`src/rtl/spm_prog_loader_pkg.sv`:
```
`default_nettype none
// ============================================================================
// Module      : spm_prog_loader_pkg
// Description : Shared definitions for the scratch-pad program loader.
//               Holds the loader FSM state encoding, the receiver state
//               encoding, the default frame-start marker and the byte-count
//               width. The width is 9 bits because LEN=0 means 256 bytes.
// Revision    : 1.0 - initial release
// ============================================================================
package spm_prog_loader_pkg;

    localparam logic [7:0]  c_sync_byte_default = 8'hA5;
    localparam int unsigned c_count_w           = 9;

    // Loader frame FSM
    typedef enum logic [2:0] {
        IDLE = 3'd0,
        ADDR = 3'd1,
        LEN  = 3'd2,
        DATA = 3'd3,
        CSUM = 3'd4
    } load_state_t;

    // UART receiver FSM
    typedef enum logic [1:0] {
        RX_IDLE  = 2'd0,
        RX_START = 2'd1,
        RX_DATA  = 2'd2,
        RX_STOP  = 2'd3
    } rx_state_t;

    // A LEN byte of zero encodes a full 256-byte payload.
    function automatic logic [c_count_w-1:0] len_to_count(input logic [7:0] len);
        return (len == 8'h00) ? 9'd256 : {1'b0, len};
    endfunction

endpackage
`default_nettype wire

```
`src/rtl/spm_prog_loader_uart_rx.sv`:
```
`default_nettype none
// ============================================================================
// Module      : spm_uart_rx
// Description : 8N1 UART receiver, LSB first, idle high.
//               Ports:
//                 clk         - clock
//                 rst         - asynchronous reset, active-low
//                 i_rx        - raw serial input from the pad
//                 o_rx_valid  - one-cycle strobe, o_rx_data holds a good byte
//                 o_rx_data   - received byte
//                 o_frame_err - one-cycle strobe, stop bit sampled low
// Revision    : 1.0 - initial release
// ============================================================================
module spm_uart_rx
    import spm_prog_loader_pkg::*;
#(
    parameter int unsigned CLKS_PER_BIT = 104
) (
    input  logic       clk,
    input  logic       rst,
    input  logic       i_rx,
    output logic       o_rx_valid,
    output logic [7:0] o_rx_data,
    output logic       o_frame_err
);

    localparam logic [15:0] c_bit_last  = 16'(CLKS_PER_BIT - 1);
    localparam logic [15:0] c_half_last = 16'(CLKS_PER_BIT / 2 - 1);

    logic        r_rx_meta;
    logic        r_rx_sync;
    rx_state_t   r_state,   w_state_nxt;
    logic [15:0] r_cnt,     w_cnt_nxt;
    logic [2:0]  r_bit_idx, w_bit_idx_nxt;
    logic [7:0]  r_shift,   w_shift_nxt;
    logic        r_valid,   w_valid_nxt;
    logic        r_err,     w_err_nxt;

    // Two-flop synchronizer; resets to the idle-high line level so reset
    // release never looks like a start bit.
    always_ff @(posedge clk or negedge rst) begin
        if (!rst) begin
            r_rx_meta <= 1'b1;
            r_rx_sync <= 1'b1;
        end else begin
            r_rx_meta <= i_rx;
            r_rx_sync <= r_rx_meta;
        end
    end

    always_ff @(posedge clk or negedge rst) begin
        if (!rst) begin
            r_state   <= RX_IDLE;
            r_cnt     <= '0;
            r_bit_idx <= '0;
            r_shift   <= '0;
            r_valid   <= 1'b0;
            r_err     <= 1'b0;
        end else begin
            r_state   <= w_state_nxt;
            r_cnt     <= w_cnt_nxt;
            r_bit_idx <= w_bit_idx_nxt;
            r_shift   <= w_shift_nxt;
            r_valid   <= w_valid_nxt;
            r_err     <= w_err_nxt;
        end
    end

    always_comb begin
        w_state_nxt   = r_state;
        w_cnt_nxt     = r_cnt + 16'd1;
        w_bit_idx_nxt = r_bit_idx;
        w_shift_nxt   = r_shift;
        w_valid_nxt   = 1'b0;
        w_err_nxt     = 1'b0;
        case (r_state)
            RX_IDLE: begin
                w_cnt_nxt = '0;
                if (!r_rx_sync) begin
                    w_state_nxt = RX_START;
                end
            end
            RX_START: begin
                // Half a bit after the falling edge: a real start bit is
                // still low, anything else was a glitch.
                if (r_cnt == c_half_last) begin
                    w_cnt_nxt = '0;
                    if (r_rx_sync) begin
                        w_state_nxt = RX_IDLE;
                    end else begin
                        w_state_nxt   = RX_DATA;
                        w_bit_idx_nxt = '0;
                    end
                end
            end
            RX_DATA: begin
                if (r_cnt == c_bit_last) begin
                    w_cnt_nxt     = '0;
                    w_shift_nxt   = {r_rx_sync, r_shift[7:1]};
                    w_bit_idx_nxt = r_bit_idx + 3'd1;
                    if (r_bit_idx == 3'd7) begin
                        w_state_nxt = RX_STOP;
                    end
                end
            end
            RX_STOP: begin
                if (r_cnt == c_bit_last) begin
                    w_cnt_nxt   = '0;
                    w_state_nxt = RX_IDLE;
                    if (r_rx_sync) begin
                        w_valid_nxt = 1'b1;
                    end else begin
                        w_err_nxt = 1'b1;
                    end
                end
            end
            default: begin
                w_state_nxt = RX_IDLE;
            end
        endcase
    end

    assign o_rx_valid  = r_valid;
    assign o_rx_data   = r_shift;
    assign o_frame_err = r_err;

endmodule
`default_nettype wire

```
`src/rtl/spm_prog_loader.sv`:
```
`default_nettype none
// ============================================================================
// Module      : spm_prog_loader
// Description : Receives a program image over UART and writes it into the
//               processor scratch-pad memory, holding the processor in reset
//               until a frame with a good checksum has been loaded.
//               Frame: SYNC_BYTE, START_ADDR, LEN, LEN data bytes, CSUM.
//               Ports:
//                 clk         - clock
//                 rst         - asynchronous reset, active-low
//                 rx_i        - UART serial input (8N1, idle high)
//                 ext_write   - one-cycle memory write strobe
//                 address_bus - write address, held between strobes
//                 data_bus    - write data, held between strobes
//                 cpu_rst     - processor reset hold, active-high
//                 busy        - frame in progress
//                 load_done   - last frame loaded with good checksum (sticky)
//                 load_err    - last frame failed checksum/framing (sticky)
// Revision    : 1.0 - initial release
// ============================================================================
module spm_prog_loader
    import spm_prog_loader_pkg::*;
#(
    parameter int unsigned CLKS_PER_BIT = 104,
    parameter logic [7:0]  SYNC_BYTE    = c_sync_byte_default
) (
    input  logic       clk,
    input  logic       rst,
    input  logic       rx_i,
    output logic       ext_write,
    output logic [7:0] address_bus,
    output logic [7:0] data_bus,
    output logic       cpu_rst,
    output logic       busy,
    output logic       load_done,
    output logic       load_err
);

    logic       w_rx_valid;
    logic [7:0] w_rx_data;
    logic       w_frame_err;

    load_state_t          r_state,     w_state_nxt;
    logic [7:0]           r_addr,      w_addr_nxt;
    logic [c_count_w-1:0] r_remaining, w_remaining_nxt;
    logic [7:0]           r_csum,      w_csum_nxt;
    logic                 r_ext_write, w_ext_write_nxt;
    logic [7:0]           r_addr_bus,  w_addr_bus_nxt;
    logic [7:0]           r_data_bus,  w_data_bus_nxt;
    logic                 r_cpu_rst,   w_cpu_rst_nxt;
    logic                 r_done,      w_done_nxt;
    logic                 r_err,       w_err_nxt;

    spm_uart_rx #(
        .CLKS_PER_BIT (CLKS_PER_BIT)
    ) u_uart_rx (
        .clk         (clk),
        .rst         (rst),
        .i_rx        (rx_i),
        .o_rx_valid  (w_rx_valid),
        .o_rx_data   (w_rx_data),
        .o_frame_err (w_frame_err)
    );

    always_ff @(posedge clk or negedge rst) begin
        if (!rst) begin
            r_state     <= IDLE;
            r_addr      <= '0;
            r_remaining <= '0;
            r_csum      <= '0;
            r_ext_write <= 1'b0;
            r_addr_bus  <= '0;
            r_data_bus  <= '0;
            r_cpu_rst   <= 1'b1;
            r_done      <= 1'b0;
            r_err       <= 1'b0;
        end else begin
            r_state     <= w_state_nxt;
            r_addr      <= w_addr_nxt;
            r_remaining <= w_remaining_nxt;
            r_csum      <= w_csum_nxt;
            r_ext_write <= w_ext_write_nxt;
            r_addr_bus  <= w_addr_bus_nxt;
            r_data_bus  <= w_data_bus_nxt;
            r_cpu_rst   <= w_cpu_rst_nxt;
            r_done      <= w_done_nxt;
            r_err       <= w_err_nxt;
        end
    end

    always_comb begin
        w_state_nxt     = r_state;
        w_addr_nxt      = r_addr;
        w_remaining_nxt = r_remaining;
        w_csum_nxt      = r_csum;
        w_ext_write_nxt = 1'b0;
        w_addr_bus_nxt  = r_addr_bus;
        w_data_bus_nxt  = r_data_bus;
        w_cpu_rst_nxt   = r_cpu_rst;
        w_done_nxt      = r_done;
        w_err_nxt       = r_err;

        if (w_frame_err) begin
            // A broken byte mid-frame aborts the load; in IDLE the line may
            // just be noisy before a real frame, so it is ignored there.
            if (r_state != IDLE) begin
                w_state_nxt   = IDLE;
                w_err_nxt     = 1'b1;
                w_cpu_rst_nxt = 1'b1;
            end
        end else if (w_rx_valid) begin
            case (r_state)
                IDLE: begin
                    if (w_rx_data == SYNC_BYTE) begin
                        w_state_nxt   = ADDR;
                        w_cpu_rst_nxt = 1'b1;
                        w_done_nxt    = 1'b0;
                        w_err_nxt     = 1'b0;
                        w_csum_nxt    = '0;
                    end
                end
                ADDR: begin
                    w_addr_nxt  = w_rx_data;
                    w_state_nxt = LEN;
                end
                LEN: begin
                    w_remaining_nxt = len_to_count(w_rx_data);
                    w_state_nxt     = DATA;
                end
                DATA: begin
                    w_ext_write_nxt = 1'b1;
                    w_addr_bus_nxt  = r_addr;
                    w_data_bus_nxt  = w_rx_data;
                    w_addr_nxt      = r_addr + 8'd1;
                    w_csum_nxt      = r_csum + w_rx_data;
                    w_remaining_nxt = r_remaining - 9'd1;
                    if (r_remaining == 9'd1) begin
                        w_state_nxt = CSUM;
                    end
                end
                CSUM: begin
                    w_state_nxt = IDLE;
                    if (w_rx_data == r_csum) begin
                        w_done_nxt    = 1'b1;
                        w_cpu_rst_nxt = 1'b0;
                    end else begin
                        w_err_nxt     = 1'b1;
                        w_cpu_rst_nxt = 1'b1;
                    end
                end
                default: begin
                    w_state_nxt = IDLE;
                end
            endcase
        end
    end

    assign ext_write   = r_ext_write;
    assign address_bus = r_addr_bus;
    assign data_bus    = r_data_bus;
    assign cpu_rst     = r_cpu_rst;
    assign busy        = (r_state != IDLE);
    assign load_done   = r_done;
    assign load_err    = r_err;

endmodule
`default_nettype wire

```
`config.mk`:
```
export PLATFORM = sky130hd
export DESIGN_NAME = spm_prog_loader
export DESIGN_NICKNAME = d
export VERILOG_FILES = /design/src/rtl/spm_prog_loader_pkg.sv /design/src/rtl/spm_prog_loader_uart_rx.sv /design/src/rtl/spm_prog_loader.sv
export SDC_FILE = /design/constraint.sdc
export NUM_CORES = 1
export LEC_CHECK = 0
export CORE_ASPECT_RATIO = 0.7
export CORE_MARGIN = 3
export CORE_UTILIZATION = 62
export CTS_BUF_LIST = sky130_fd_sc_hd__clkbuf_4
export CTS_CLUSTER_SIZE = 20
export DETAILED_ROUTE_END_ITERATION = 10
export MAX_ROUTING_LAYER = met4
export PLACE_DENSITY = 0.83
export SLEW_MARGIN = 20
export SYNTH_ARGS = -nofsm -noshare
export SYNTH_HDL_FRONTEND = slang
export SYNTH_SLANG_ARGS = --single-unit
export TNS_END_PERCENT = 5
```
`constraint.sdc`:
```
create_clock -name clk -period 2.6 [get_ports clk]
set_input_delay 0.78 -clock clk [delete_from_list [all_inputs] [get_ports clk]]
set_output_delay 0.78 -clock clk [all_outputs]
set_load 0.05 [all_outputs]
```
==> results.txt <==
The run finished with clean final reports. The portion of the clock cycle consumed by the worst path in the final layout came out at about 93%. The number of max-slew violations in the final report came out at 0.

The floorplan step defined a die boundary enclosing 7620 um^2. The clock edge transition at the registers on the reported setup and hold paths came out at 0.13 ns. The worst-skew pair later-pin latency is 0.43 ns.

The CTS sink count came out at 81. The worst-case IR drop observed on VDD is 0.000271 V. The startpoint class of the critical path is a register. In this run the deepest clock path goes through 2 buffers. Derived from the worst setup path, the maximum achievable clock frequency is between 400 and 500 MHz. The kind of cell with the highest combined delay on the critical path is buffers and inverters. The startpoint identified for the worst register-to-register timing path is u_uart_rx.r_cnt[0]. The biggest area contributor in the post-synthesis netlist is dfrtp_1. The fraction of synthesized cell area taken by the top area cell type is 47.7%. Summed over all layers, the global routing overflow is 0.

The number of remaining DRC errors is 0. The synthesized net count came out at 463. The number of vias per cell after detailed routing came out at slightly below 6.

The worst slew margin relative to its limit came out at 56.3%. The synthesized area is 4090 um^2. The placement row count is 24. In this run, synthesis produced a sequential element count of slightly above 80. Across the routed clock network, the largest skew measured is about 0.012 ns. The slowest stage of the critical path is the clkdlybuf4s50_1 cell. The post-synthesis sequential area ratio came out at roughly 50%. In this run the worst hold path is classified as in -> async. The met3 wire length is approximately 520 um. The worst setup path is of the reg -> out kind. The initial utilization of the core area, before any placement, comes to between 60% and 70%. The clock tree from TritonCTS is built.

The die is 103 um wide. The wire length the detailed router placed on met1 is roughly 4300 um. The commonest cells after synthesis are 104 x nand2_1, 78 x dfrtp_1, 31 x nor2_1, 31 x o21ai_0, 21 x a21oi_1. The fraction of layout instances using a drive strength above 1 is around a tenth. The first TritonRoute pass finished after 5 iterations. The number of flops mapped to enable cells by yosys is 0. On the worst path, the slowest cell contributes a delay of roughly 0.82 ns.

The number of antenna violations at the first check in global routing was 0. The first global-routing pass estimated between 10,000 and 15,000 um of wire. The wire length per cell after detailed routing came out at roughly 16 um. The post-layout total power is between 1.5 and 2 mW. The tree is rooted in a clkbuf_4. The top metal layer carrying routed signals is met4.

The number of cell instances on the worst register-to-register path is 6. The critical path goes through clkdlybuf4s50_1. Compared with the post-synthesis result, the final layout area differs by 11.0%. The final antenna-violating net count came out at 0. The number of hold buffers added after cts is 0. In the post-synthesis netlist, the biggest area contributors are dfrtp_1 48%, nand2_1 9.5%, ha_1 4.0%.

The most common cell in the synthesized netlist is nand2_1. The number of failing setup endpoints in the final timing report is 0. In this run the vertical extent of the chip is 73.9 um.

Together, buffers and inverters on the worst path number 1. Entering global routing, the biggest net connects 45 pins. STA classifies the critical path endpoint as an output pin. The total CTS buffers is 9. Setup repair after global routing left no endpoint under its margin. In this run the number of H-tree levels came out at 3. The standby leakage power came out at around 2.2 nW. The actual slew at the worst max-slew pin came out at 0.651 ns. The synthesized area per cell came out at between 9 and 10 um^2. The net count of the finished layout is 490. The total via count in the routed design came out at between 3,000 and 4,000. The via count of the first global-routing pass is between 3,000 and 4,000. The routability congestion estimate from global placement is slightly above 0.9. The number of warning messages in the yosys log came out at 0. The highest fanout seen on the critical path came out at 2.

The number of top-level design ports came out at 24. The placeable core region came out at 6310 um^2. The critical path arrival came out at ~1.6 ns. The wire length after detailed routing came out at between 8000 and 9000 um. The post-CTS resize count is 0. Of all flip-flops after synthesis, the portion carrying an async set or reset was 100%.

Detailed placement ended at an HPWL of 6230 um. For the worst setup path, the data required time is about 1.8 ns. The gate count of the mapped netlist came out at 446. The number of setup buffers added after CTS came out at 0.

The count of buffers inserted at the top-level ports is 23. The power density over cell area came out at between 400 and 500 nW/um^2. For flop-to-flop paths, the worst setup slack is roughly 0.36 ns. The combined global-route utilization of all metal layers came out at 26.2%. The final count of hold timing violations came out at 0. The number of design-rule violations left by the first detailed-router iteration is ~170. The distinct cell type count after synthesis is 54. The antenna cell count is 0. The shortest period the worst path allows is 2.42 ns. The total met2 wirelength after detailed routing came out at slightly below 4000 um. In the synthesized netlist the dominant register cell turns out to be dfrtp_1.

Across the run, the number of max-cap violations was 0. The reg-to-reg endpoint is u_uart_rx.r_cnt[12]. The final-layout setup total negative slack is 0 ns.
-- power breakdown --
part	internal, mW	leakage, nW	switching, mW
Combinational	0.00762	0.995	0.0261
Clock	0.214	0.0589	0.428
Sequential	1.26	1.11	0.00155
-- area by class of cell --
class	instances	area (um^2)
clock buffer	11	82.6
clock inverter	5	32.5
fill	488	1770
inverter	10	37.5
multi-input combinational	337	1940
sequential	81	2030
tap	78	97.6
timing repair buffer	34	323
-- registers in the layout (all words and copies together), names as in the netlist, 3 cells and up, named ones only --
signal	count
u_uart_rx.r_bit_idx	3
r_addr	8
u_uart_rx.o_rx_data	8
r_state	3
data_bus	8
r_csum	8
r_remaining	9
address_bus	8
u_uart_rx.r_cnt	16
-- worst max-delay path by stage --
stage	from	end	slack (ns)	cells after the start
after floorplan	r_state[0]	r_csum[6]	0.66	6
after global placement	u_uart_rx.r_cnt[0]	u_uart_rx.r_cnt[2]	0.47	6
after detailed placement	u_uart_rx.r_cnt[0]	u_uart_rx.r_cnt[12]	0.38	6
after CTS	cpu_rst	cpu_rst	0.02	1
after global routing	data_bus[5]	data_bus[5]	0.12	1
final	address_bus[2]	address_bus[2]	0.18	1
-- stage by stage --
step	std cells	hold slack [ns]	utilization [%]	cell area, um^2	worst slack (ns)
2_1_floorplan	446	0.345	-	4090	0.659
3_3_place_gp	540	0.346	70.1	4420	0.472
3_5_place_dp	540	0.349	70.1	4420	0.375
4_1_cts	556	0.341	71.9	4540	0.0184
5_1_grt	556	0.352	72.0	4540	0.118
6_report	556	0.344	72.0	4540	0.183
-- metal layers --
layer / track usage (%) / up-vias
met1: 37.0 / 1587
met4: 7.90 / 0
met5: - / -
met3: 6.75 / 14
li1: - / 1614
met2: 37.6 / 99
-- cells by family after synthesis --
| group | share of synthesized area (%) |
|---|---|
| multiplexers | 0.490 |
| AO/OA/AOI/OAI | 14.0 |
| flip-flops | 49.7 |
| XOR/XNOR | 4.07 |
| adder cells (fa/ha/maj) | 4.47 |
| AND/OR/NAND/NOR | 24.3 |
| buffers and inverters | 3.00 |
-- layout by cell type (no fill, tap or decap), types with 3 or more instances in the layout --
cell type	n
dfstp_2	3
nor2_1	31
clkbuf_4	11
nand4_1	3
xnor2_1	10
nor2_2	10
nor4_1	9
xor2_1	9
nor3_1	7
inv_1	10
o21ai_0	31
a22oi_1	4
and2_1	3
nand2_1	104
nor2b_1	4
o22ai_1	4
o21a_1	3
nand3b_1	3
ha_1	13
nand3_1	15
or3_1	3
a21oi_1	21
buf_4	12
and3_1	6
dfrtp_1	78
clkinvlp_4	3
clkdlybuf4s50_1	20
a31oi_1	5
a22o_1	7
No activity file was read; power rests on OpenSTA's default activity.
